### config.mk
export PLATFORM = sky130hd
export DESIGN_NAME = mem_stage
export DESIGN_NICKNAME = d
export VERILOG_FILES = /design/src/rtl/mips_pkg.sv /design/src/rtl/mem_align.sv /design/src/rtl/mem_stage.sv
export SDC_FILE = /design/constraint.sdc
export NUM_CORES = 1
export LEC_CHECK = 0
export ABC_AREA = 1
export BUFFER_PORTS_ARGS = -buffer_cell sky130_fd_sc_hd__buf_2
export CORE_ASPECT_RATIO = 0.6
export CORE_UTILIZATION = 55
export CTS_CLUSTER_SIZE = 14
export DETAILED_ROUTE_END_ITERATION = 6
export GPL_TIMING_DRIVEN = 0
export PLACE_DENSITY = 0.86
export SYNTH_ARGS = -nofsm -noshare
export SYNTH_HDL_FRONTEND = slang
export SYNTH_SLANG_ARGS = --single-unit
### constraint.sdc
create_clock -name clk -period 2.8 [get_ports clk]
set_input_delay 0.14 -clock clk [delete_from_list [all_inputs] [get_ports clk]]
set_output_delay 0.14 -clock clk [all_outputs]
set_load 0.02 [all_outputs]
### src/rtl/mips_pkg.sv
// Shared MIPS pipeline definitions.
// Memory access size encodings and memory-stage FSM states.
package mips_pkg;

    localparam logic [1:0] MEM_BYTE = 2'b00;
    localparam logic [1:0] MEM_HALF = 2'b01;
    localparam logic [1:0] MEM_WORD = 2'b10;

    typedef enum logic {
        ST_IDLE   = 1'b0,
        ST_ACCESS = 1'b1
    } mem_state_e;

    // Half needs bit 0 clear, word (and reserved) needs both low bits clear.
    function automatic logic is_misaligned(input logic [1:0] size,
                                           input logic [1:0] a);
        logic r;
        r = 1'b0;
        if (size == MEM_HALF) begin
            r = a[0];
        end else if (size != MEM_BYTE) begin
            r = |a;
        end
        return r;
    endfunction

endpackage

### src/rtl/mem_align.sv
// Byte-lane steering for stores and lane extract/extend for loads.
// Purely combinational; size 11 is handled as a word.
module mem_align
    import mips_pkg::*;
(
    input  logic [1:0]  st_addr_i,
    input  logic [1:0]  st_size_i,
    input  logic [31:0] st_data_i,
    output logic [31:0] wr_data_o,
    output logic [3:0]  byte_en_o,
    input  logic [1:0]  ld_addr_i,
    input  logic [1:0]  ld_size_i,
    input  logic        ld_sext_i,
    input  logic [31:0] rd_data_i,
    output logic [31:0] ld_data_o
);

    logic [7:0]  ld_b;
    logic [15:0] ld_h;

    // Store: replicate the operand into every lane, enable only the target lanes.
    always_comb begin
        wr_data_o = st_data_i;
        byte_en_o = 4'b1111;
        unique case (st_size_i)
            MEM_BYTE: begin
                wr_data_o = {4{st_data_i[7:0]}};
                byte_en_o = 4'b0001 << st_addr_i;
            end
            MEM_HALF: begin
                wr_data_o = {2{st_data_i[15:0]}};
                byte_en_o = st_addr_i[1] ? 4'b1100 : 4'b0011;
            end
            default: begin
                wr_data_o = st_data_i;
                byte_en_o = 4'b1111;
            end
        endcase
    end

    assign ld_b = 8'(rd_data_i >> {ld_addr_i, 3'b000});
    assign ld_h = 16'(rd_data_i >> {ld_addr_i[1], 4'b0000});

    // Load: pick the addressed lane and zero- or sign-extend it.
    always_comb begin
        ld_data_o = rd_data_i;
        unique case (ld_size_i)
            MEM_BYTE: ld_data_o = {{24{ld_sext_i & ld_b[7]}}, ld_b};
            MEM_HALF: ld_data_o = {{16{ld_sext_i & ld_h[15]}}, ld_h};
            default:  ld_data_o = rd_data_i;
        endcase
    end

endmodule

### src/rtl/mem_stage.sv
// MIPS memory stage with MEM/WB register and req/ack data-memory port.
// Holds upstream while an access is outstanding; aborts on ack timeout.
module mem_stage
    import mips_pkg::*;
#(
    parameter int TIMEOUT_W = 4
) (
    input  logic        clk,
    input  logic        reset_n,
    input  logic        ex_Valid,
    input  logic [31:0] ex_AluResult,
    input  logic [31:0] ex_StoreData,
    input  logic        ex_MemRead,
    input  logic        ex_MemWrite,
    input  logic [1:0]  ex_MemSize,
    input  logic        ex_MemSignExt,
    input  logic        ex_MemRegSel,
    input  logic        ex_RegWriteSel,
    input  logic [4:0]  ex_RegDest,
    output logic [31:0] ext_Addr,
    output logic [31:0] ext_WrData,
    output logic [3:0]  ext_ByteEn,
    output logic        ext_Rd,
    output logic        ext_Wr,
    input  logic        ext_Ack,
    input  logic [31:0] ext_RdData,
    output logic        me_Stall,
    output logic [31:0] me_ExtMemRdData,
    output logic [31:0] me_ByData,
    output logic        me_MemRegSel,
    output logic        me_RegWriteSel,
    output logic [4:0]  me_RegDest,
    output logic        me_AlignErr,
    output logic        me_BusErr
);

    mem_state_e           state_q;
    logic [TIMEOUT_W-1:0] cnt_q;
    logic                 ld_q, sext_q, msel_q, regw_q;
    logic [1:0]           size_q;
    logic [31:0]          addr_q;
    logic [4:0]           dest_q;

    logic                 mem_op, misal, start, timeout;
    logic [31:0]          st_data, ld_data;
    logic [3:0]           st_be;

    assign mem_op  = ex_MemRead | ex_MemWrite;
    assign misal   = is_misaligned(ex_MemSize, ex_AluResult[1:0]);
    assign start   = (state_q == ST_IDLE) & ex_Valid & mem_op & ~misal;
    assign timeout = &cnt_q;

    assign me_Stall = start | ((state_q == ST_ACCESS) & ~ext_Ack);

    mem_align u_align (
        .st_addr_i (ex_AluResult[1:0]),
        .st_size_i (ex_MemSize),
        .st_data_i (ex_StoreData),
        .wr_data_o (st_data),
        .byte_en_o (st_be),
        .ld_addr_i (addr_q[1:0]),
        .ld_size_i (size_q),
        .ld_sext_i (sext_q),
        .rd_data_i (ext_RdData),
        .ld_data_o (ld_data)
    );

    // Access FSM, ack-wait counter, external request and MEM/WB registers.
    always_ff @(posedge clk or negedge reset_n) begin
        if (!reset_n) begin
            state_q         <= ST_IDLE;
            cnt_q           <= '0;
            ld_q            <= 1'b0;
            sext_q          <= 1'b0;
            msel_q          <= 1'b0;
            regw_q          <= 1'b0;
            size_q          <= MEM_BYTE;
            addr_q          <= '0;
            dest_q          <= '0;
            ext_Rd          <= 1'b0;
            ext_Wr          <= 1'b0;
            ext_Addr        <= '0;
            ext_WrData      <= '0;
            ext_ByteEn      <= '0;
            me_ExtMemRdData <= '0;
            me_ByData       <= '0;
            me_MemRegSel    <= 1'b0;
            me_RegWriteSel  <= 1'b0;
            me_RegDest      <= '0;
            me_AlignErr     <= 1'b0;
            me_BusErr       <= 1'b0;
        end else begin
            me_AlignErr <= 1'b0;
            me_BusErr   <= 1'b0;
            unique case (state_q)
                ST_IDLE: begin
                    if (!ex_Valid) begin
                        me_RegWriteSel <= 1'b0;
                    end else if (!mem_op) begin
                        me_ByData      <= ex_AluResult;
                        me_MemRegSel   <= ex_MemRegSel;
                        me_RegWriteSel <= ex_RegWriteSel;
                        me_RegDest     <= ex_RegDest;
                    end else if (misal) begin
                        me_AlignErr    <= 1'b1;
                        me_RegWriteSel <= 1'b0;
                    end else begin
                        state_q        <= ST_ACCESS;
                        cnt_q          <= TIMEOUT_W'(1);
                        ld_q           <= ex_MemRead;
                        sext_q         <= ex_MemSignExt;
                        msel_q         <= ex_MemRegSel;
                        regw_q         <= ex_RegWriteSel;
                        size_q         <= ex_MemSize;
                        addr_q         <= ex_AluResult;
                        dest_q         <= ex_RegDest;
                        ext_Rd         <= ex_MemRead;
                        ext_Wr         <= ~ex_MemRead;
                        ext_Addr       <= {ex_AluResult[31:2], 2'b00};
                        ext_WrData     <= st_data;
                        ext_ByteEn     <= st_be;
                        me_RegWriteSel <= 1'b0;
                    end
                end
                ST_ACCESS: begin
                    if (ext_Ack) begin
                        state_q        <= ST_IDLE;
                        ext_Rd         <= 1'b0;
                        ext_Wr         <= 1'b0;
                        me_ByData      <= addr_q;
                        me_MemRegSel   <= msel_q;
                        me_RegWriteSel <= regw_q;
                        me_RegDest     <= dest_q;
                        if (ld_q) begin
                            me_ExtMemRdData <= ld_data;
                        end
                    end else if (timeout) begin
                        state_q        <= ST_IDLE;
                        ext_Rd         <= 1'b0;
                        ext_Wr         <= 1'b0;
                        me_BusErr      <= 1'b1;
                        me_RegWriteSel <= 1'b0;
                    end else begin
                        cnt_q <= cnt_q + TIMEOUT_W'(1);
                    end
                end
            endcase
        end
    end

endmodule

==> results.py, run 1 <==
metrics = {
    "run_status": {
        "status": "finished clean",
    },
    "clock_tree": {
        "clock-sinks": 159,
        "postCtsHoldBufs": 39,
        "cts_tree": "yes",
        "htree_levels": 4,
        "cts_root_buffer": "clkbuf_16",
        "cts.repair.resized": 0,
        "post_cts_buffers": 0,
        "cts_made_buffers": 17,
        "insertion_delay_ns": 0.42,
        "clock_path_buffers": 2,
        "clkTransAtPathRegs_ns": 0.07,
    },
    "sta": {
        "hold_viol": 0,
        "period_share": 0.7263,
        "slew_headroom": 0.5227,
        "max_freq_ghz": 0.4917,
        "setup-violations-final": 0,
        "fin_setup_tns_ns": 0,
        "period_needed_ns": 2.034,
        "tightest_slew_ns": 0.7160,
        "maxSlewViolCount": 0,
        "finalClockSkew_ns": 0.01570,
        "rsz0062_at_grt": "false",
    },
    "power": {
        "seqPwrFrac": 0.370,
        "vdd_drop_max_mv": 0.5495,
        "p_total_mw": 9.520,
        "p_leak_nw": 5.527,
        "power_frac_comb": 0.382,
        "swShare": 0.3992,
        "p_sw_mw": 3.801,
        "p_int_mw": 5.719,
        "powerDensity_nw_per_um2": 938.2,
        "clkPwrFrac": 0.249,
    },
    "critical_path": {
        "worst-path-max-fanout": 10,
        "r2r_end": "me_ByData[23]",
        "worstRegToRegCells": 7,
        "critPathCaptureType": "output port",
        "critPathArrivalTime_ns": 1.89,
        "timing.rr.start": "state_q",
        "critical_path_class": "in2out",
        "required_ns": 2.66,
        "r2r_slack_ns": 1.18,
        "start_kind": "input port",
    },
    "final_layout": {
        "finalInstanceArea_um2": 10150,
        "n_antenna_cell": 0,
        "stdcell_count": 1450,
        "area_growth_pct": 32.84,
        "multiInputGateArea_um2": 2898,
        "drive_gt1_frac": 0.3102,
        "regArea_um2": 3979,
        "nNetsFinal": 1380,
        "fillers": 948,
    },
    "route": {
        "antenna_left": 0,
        "drt_iter0_drc": 688,
        "wirelength_um": 23360,
        "vias": 7836,
        "routed_via_density": 5.404,
        "post-route-drc-count": 0,
        "firstDrtPassIters": 5,
        "wl_per_cell_um": 16.11,
    },
    "synthesis": {
        "seq_area_frac_synth": 0.5209,
        "synth_top_area_share": 0.5209,
        "synth-seq-cells": 159,
        "synth.largest_area_cell": "dfrtp_1",
        "postSynthCellCount": 954,
        "synth.area.top_cells": "dfrtp_1 52%, nand2_1 18%, o21ai_0 4.5%, a21oi_1 3.7%, buf_4 3.2%",
        "synth_cell_types": 33,
        "ys_warn_count": 0,
        "synth_area_um2": 7639,
        "synth.avg_cell_area_um2": 8.007,
    },
    "global_routing": {
        "overflow": 0,
        "grt_pass1_vias": 7454,
        "grt_pass1_wl_um": 37190,
        "antenna_found_initial": 0,
        "grt_usage": 0.3332,
        "grt_max_degree": 85,
    },
    "floorplan": {
        "io_pins": 256,
        "die_h_um": 93.29,
        "die_area_um2": 14380,
        "die_x_um": 154.1,
        "rows": 32,
        "core_um2": 13170,
        "initial_core_util": 0.5799,
    },
    "hold_path": {
        "hold_start": "ex_StoreData[28]",
        "hold_path_class": "in2reg",
        "hold_path_depth": 3,
        "holdPathEnd": "ext_WrData[28]",
    },
    "place": {
        "dp_hpwl_um": 16590,
        "placed_area_um2": 9155,
        "place_inst": 1379,
        "globalplace.congestion": 0.9222,
        "portBuffers": 253,
    },
    "flow_run": {
        "cap_violations": 0,
    },
}
-- cells in the mapped netlist (all sizes together) --
cell and instances:
a211oi 1, a21oi 67, a31oi 38, buf 69, clkbuf 17, clkinv 1
conb 1, dfrtp 159, ha 1, inv 59, nand2 370, nand3 21
nand4 1, nor2 57, nor3 1, o211ai 1, o21ai 72, o22a 1
o22ai 1, or2 16
-- cell families after synthesis --
| kind of cell | count (synthesis) | share of synthesized area |
|---|---|---|
| and+or+nand+nor | 466 | 0.2452 |
| AOI/OAI and AO/OA | 181 | 0.1315 |
| adders and majority gates | 1 | 0.001638 |
| DFF | 159 | 0.5209 |
| other | 1 | 0.0004909 |
| buffers and inverters | 146 | 0.1002 |
-- worst max path at each step --
stage	depth (start not counted)	slack [ns]	endpoint	start
2_1_floorplan	7	1.46	me_Stall	state_q
3_3_place_gp	1	-0.75	me_ExtMemRdData[14]	reset_n
3_5_place_dp	7	1.22	me_ByData[23]	state_q
4_1_cts	10	0.77	me_Stall	ex_MemRead
5_1_grt	10	0.64	me_Stall	ex_MemRead
6_report	10	0.77	me_Stall	ex_MemRead
-- layout make-up --
class / count / share of cell area
Buffer: 86 / 0.05277
Clock buffer: 17 / 0.04192
Clock inverter: 15 / 0.01739
Inverter: 60 / 0.02269
Multi-Input combinational cell: 650 / 0.2856
Sequential cell: 159 / 0.3921
Tap cell: 170 / 0.02096
Timing Repair Buffer: 293 / 0.1666
-- critical path, stage by stage --
cell and delay [ns]:
dlygate4sd3_1 0.55, buf_2 0.14, o21ai_0 0.22, nor2_1 0.08, nand2_2 0.08, buf_6 0.15, buf_6 0.16, buf_6 0.15
nand2_1 0.05, buf_2 0.16
-- power by group through the flow --
stage | Sequential, mW | Clock, mW | Combinational (mW)
after floorplan | 4.17 | 0 | 1.62
after global placement | 3.50 | 0 | 3.47
after detailed placement | 3.53 | 0 | 3.56
after CTS | 3.50 | 2.39 | 3.61
after global routing | 3.59 | 2.50 | 3.96
final | 3.52 | 2.37 | 3.63
-- per-stage QoR --
stage	hold WS (ns)	worst slack, ns	utilization
finish	0.01377	0.7663	0.7703
global route	0.01368	0.6406	0.7703
CTS	0.007256	0.7705	0.7703
detailed placement	0.2040	1.215	0.6950
global placement	0.3459	-0.7541	0.6924
floorplan	-0.1556	1.462	-
-- sequential cells by signal, summed over array words and instances (netlist names), 2 cells and up --
name             count
me_ExtMemRdData     32
cnt_q                4
size_q               2
ext_WrData          32
ext_ByteEn           4
addr_q              32
me_RegDest           5
dest_q               5
me_ByData           32
-- layout by cell type (no fill, tap or decap), types with 16 or more instances in the layout --
cell | synthesis | final
a21oi_1 | 56 | 56
nand2_1 | 364 | 364
or2_2 | 16 | 16
o21ai_0 | 69 | 69
dfrtp_1 | 159 | 159
buf_2 | 27 | 279
buf_4 | 33 | 33
nand3_1 | 19 | 19
dlygate4sd3_1 | 0 | 39
a31oi_1 | 38 | 38
inv_1 | 54 | 54
nor2_1 | 55 | 55
clkbuf_16 | 0 | 17
-- metal layers --
layer  track usage  vias to the layer above  part of all wire
met5             0                        -                 0
met1        0.4512                     3718              0.42
met3       0.07970                       36              0.10
li1              -                     3635                 -
met4       0.09917                        0             0.017
met2        0.5364                      447              0.46
No activity file was read; power rests on OpenSTA's default activity.
==> run 2: changes to the inputs <==
--- a/config.mk
+++ b/config.mk
@@ -8,11 +8,11 @@
 export ABC_AREA = 1
 export BUFFER_PORTS_ARGS = -buffer_cell sky130_fd_sc_hd__buf_2
 export CORE_ASPECT_RATIO = 0.6
-export CORE_UTILIZATION = 55
+export CORE_UTILIZATION = 46
 export CTS_CLUSTER_SIZE = 14
 export DETAILED_ROUTE_END_ITERATION = 6
 export GPL_TIMING_DRIVEN = 0
-export PLACE_DENSITY = 0.86
+export PLACE_DENSITY = 0.77
 export SYNTH_ARGS = -nofsm -noshare
 export SYNTH_HDL_FRONTEND = slang
 export SYNTH_SLANG_ARGS = --single-unit
==> constraint.sdc (replaced) <==
create_clock -name clk -period 1.8 [get_ports clk]
set_input_delay 0.09 -clock clk [delete_from_list [all_inputs] [get_ports clk]]
set_output_delay 0.09 -clock clk [all_outputs]
set_load 0.02 [all_outputs]
==> run 2 against run 1 <==
Count of clock-buffer cells in the layout rose by 2. Routed wire length down 1.3%. Non-clock buffer count rose by 21. Register-to-register slack got worse by 0.99 ns. Critical endpoint unchanged. Highest routed layer unchanged.
==> results.py, run 2 (same netlist as run 1, synthesis figures left out) <==
metrics = {
    "run_status": {
        "status": "finished clean",
    },
    "floorplan": {
        "io_pins": 256,
        "die_x_um": 168.4,
        "rows": 36,
        "initial_core_util": 0.4711,
        "die_area_um2": 17140,
        "core_um2": 16220,
        "die_h_um": 101.8,
    },
    "global_routing": {
        "overflow": 0,
        "grt_pass1_vias": 7121,
        "grt_pass1_wl_um": 36780,
        "grt_max_degree": 91,
        "antenna_found_initial": 0,
        "grt_usage": 0.2757,
    },
    "hold_path": {
        "hold_path_class": "in2reg",
    },
    "flow_run": {
        "cap_violations": 0,
    },
    "critical_path": {
        "start_kind": "input port",
        "required_ns": 1.71,
        "worst-path-max-fanout": 28,
        "critPathArrivalTime_ns": 1.56,
        "crit_end": "me_Stall",
        "r2r_slack_ns": 0.19,
        "critical_path_class": "in2out",
        "timing.rr.start": "state_q",
        "r2r_end": "me_ByData[26]",
        "worstRegToRegCells": 7,
        "startpoint": "ex_AluResult[0]",
        "critPathCaptureType": "output port",
    },
    "clock_tree": {
        "clock-sinks": 159,
        "insertion_delay_ns": 0.42,
        "cts_tree": "yes",
        "htree_levels": 4,
        "clock_path_buffers": 2,
        "clkTransAtPathRegs_ns": 0.06,
        "post_cts_buffers": 0,
        "cts_made_buffers": 17,
        "cts_root_buffer": "clkbuf_16",
    },
    "route": {
        "drt_iter0_drc": 469,
        "antenna_left": 0,
        "routed_via_density": 5.026,
        "wl_per_cell_um": 15.27,
        "firstDrtPassIters": 5,
        "wirelength_um": 23060,
        "vias": 7589,
        "post-route-drc-count": 0,
    },
    "place": {
        "portBuffers": 253,
        "globalplace.congestion": 0.8919,
        "dp_hpwl_um": 16600,
        "pre_cts_slack_ns": 0.1889,
    },
    "final_layout": {
        "layout_common_cells": "364 x nand2_1, 278 x buf_2, 159 x dfrtp_1",
        "area_growth_pct": 35.81,
        "final_util": 0.6397,
        "drive_gt1_frac": 0.3028,
        "nNetsFinal": 1401,
        "layout_commonest_cell": "nand2_1",
        "n_antenna_cell": 0,
    },
    "sta": {
        "slew_headroom": 0.6045,
        "tightest_slew_ns": 0.5932,
        "rsz0062_at_grt": "false",
        "finalClockSkew_ns": 0.01343,
        "maxSlewViolCount": 0,
        "holdWs_ns": 0.01227,
        "setup-violations-final": 0,
        "period_share": 0.9158,
        "period_needed_ns": 1.649,
        "setup_ws_ns": 0.1515,
        "hold_viol": 0,
        "max_freq_ghz": 0.6066,
    },
    "power": {
        "powerDensity_nw_per_um2": 1401,
        "vdd_drop_max_mv": 0.7089,
        "p_leak_nw": 5.598,
    },
}
run 2: cell types whose count changed in the layout (fill, tap and decap cells not counted), sizes merged:
cell / change
dlygate4sd3: +23
buf: -2
bufinv: -2
clkbuf: +2
clkinvlp: -2
clkinv: +1
inv: +1
run 2: timing repair:
action                                 4_1_cts  5_1_grt
setup endpoints to repair                    1        1
gates resized for setup                      3        1
hold buffers                                62        0
endpoints found under the hold margin      167        0
run 2: final cells by class:
class                           instances  area [um^2]
Buffer                                 84        516.7
Clock buffer                           19        432.9
Clock inverter                         13        122.6
Fill cell                            1400         5842
Inverter                               60        230.2
Multi-Input combinational cell        650         2900
Sequential cell                       159         3979
Tap cell                              209        261.5
Timing Repair Buffer                  316         1931
run 2: worst min path at each step:
stage,from,end,cells after the start,slack [ns]
final,ex_StoreData[14],ext_WrData[14],3,0.01
after detailed placement,reset_n,ext_WrData[8],1,0.09
after CTS,ex_StoreData[17],ext_WrData[17],5,0.0002
after global routing,ex_StoreData[17],ext_WrData[17],5,0.01
after floorplan,reset_n,addr_q[0],0,-0.21
after global placement,ex_MemSignExt,sext_q,3,0.30
run 2: power by group:
part           total (mW)  internal, mW  switching (mW)
Sequential           5.43          4.73           0.697
Clock                3.48          1.83            1.65
Combinational        5.63          2.10            3.53
run 2: critical path: stages:
cell and delay [ns]:
dlygate4sd3_1 0.53, buf_2 0.14, inv_1 0.13, nand2_1 0.09
nand2_2 0.09, nand2_2 0.08, buf_8 0.18, nand2_1 0.09
buf_6 0.13
run 2: metal layers:
metal,vias up,GRT usage,wire length [um]
li1,3677,-,-
met1,3573,0.3835,10650
met2,314,0.4408,10350
met3,25,0.07088,1829
met4,0,0.05524,220
met5,-,0,0
run 2: stage by stage:
stage / power, mW / setup TNS, ns / std cells / cell area (um^2)
after floorplan: 9.008 / 0 / 955 / 7642
after global placement: 10.86 / -287.28 / 1417 / 9170
after detailed placement: 10.99 / 0 / 1418 / 9208
after CTS: 14.59 / 0 / 1511 / 10380
after global routing: 15.44 / 0 / 1510 / 10370
final: 14.53 / 0 / 1510 / 10370
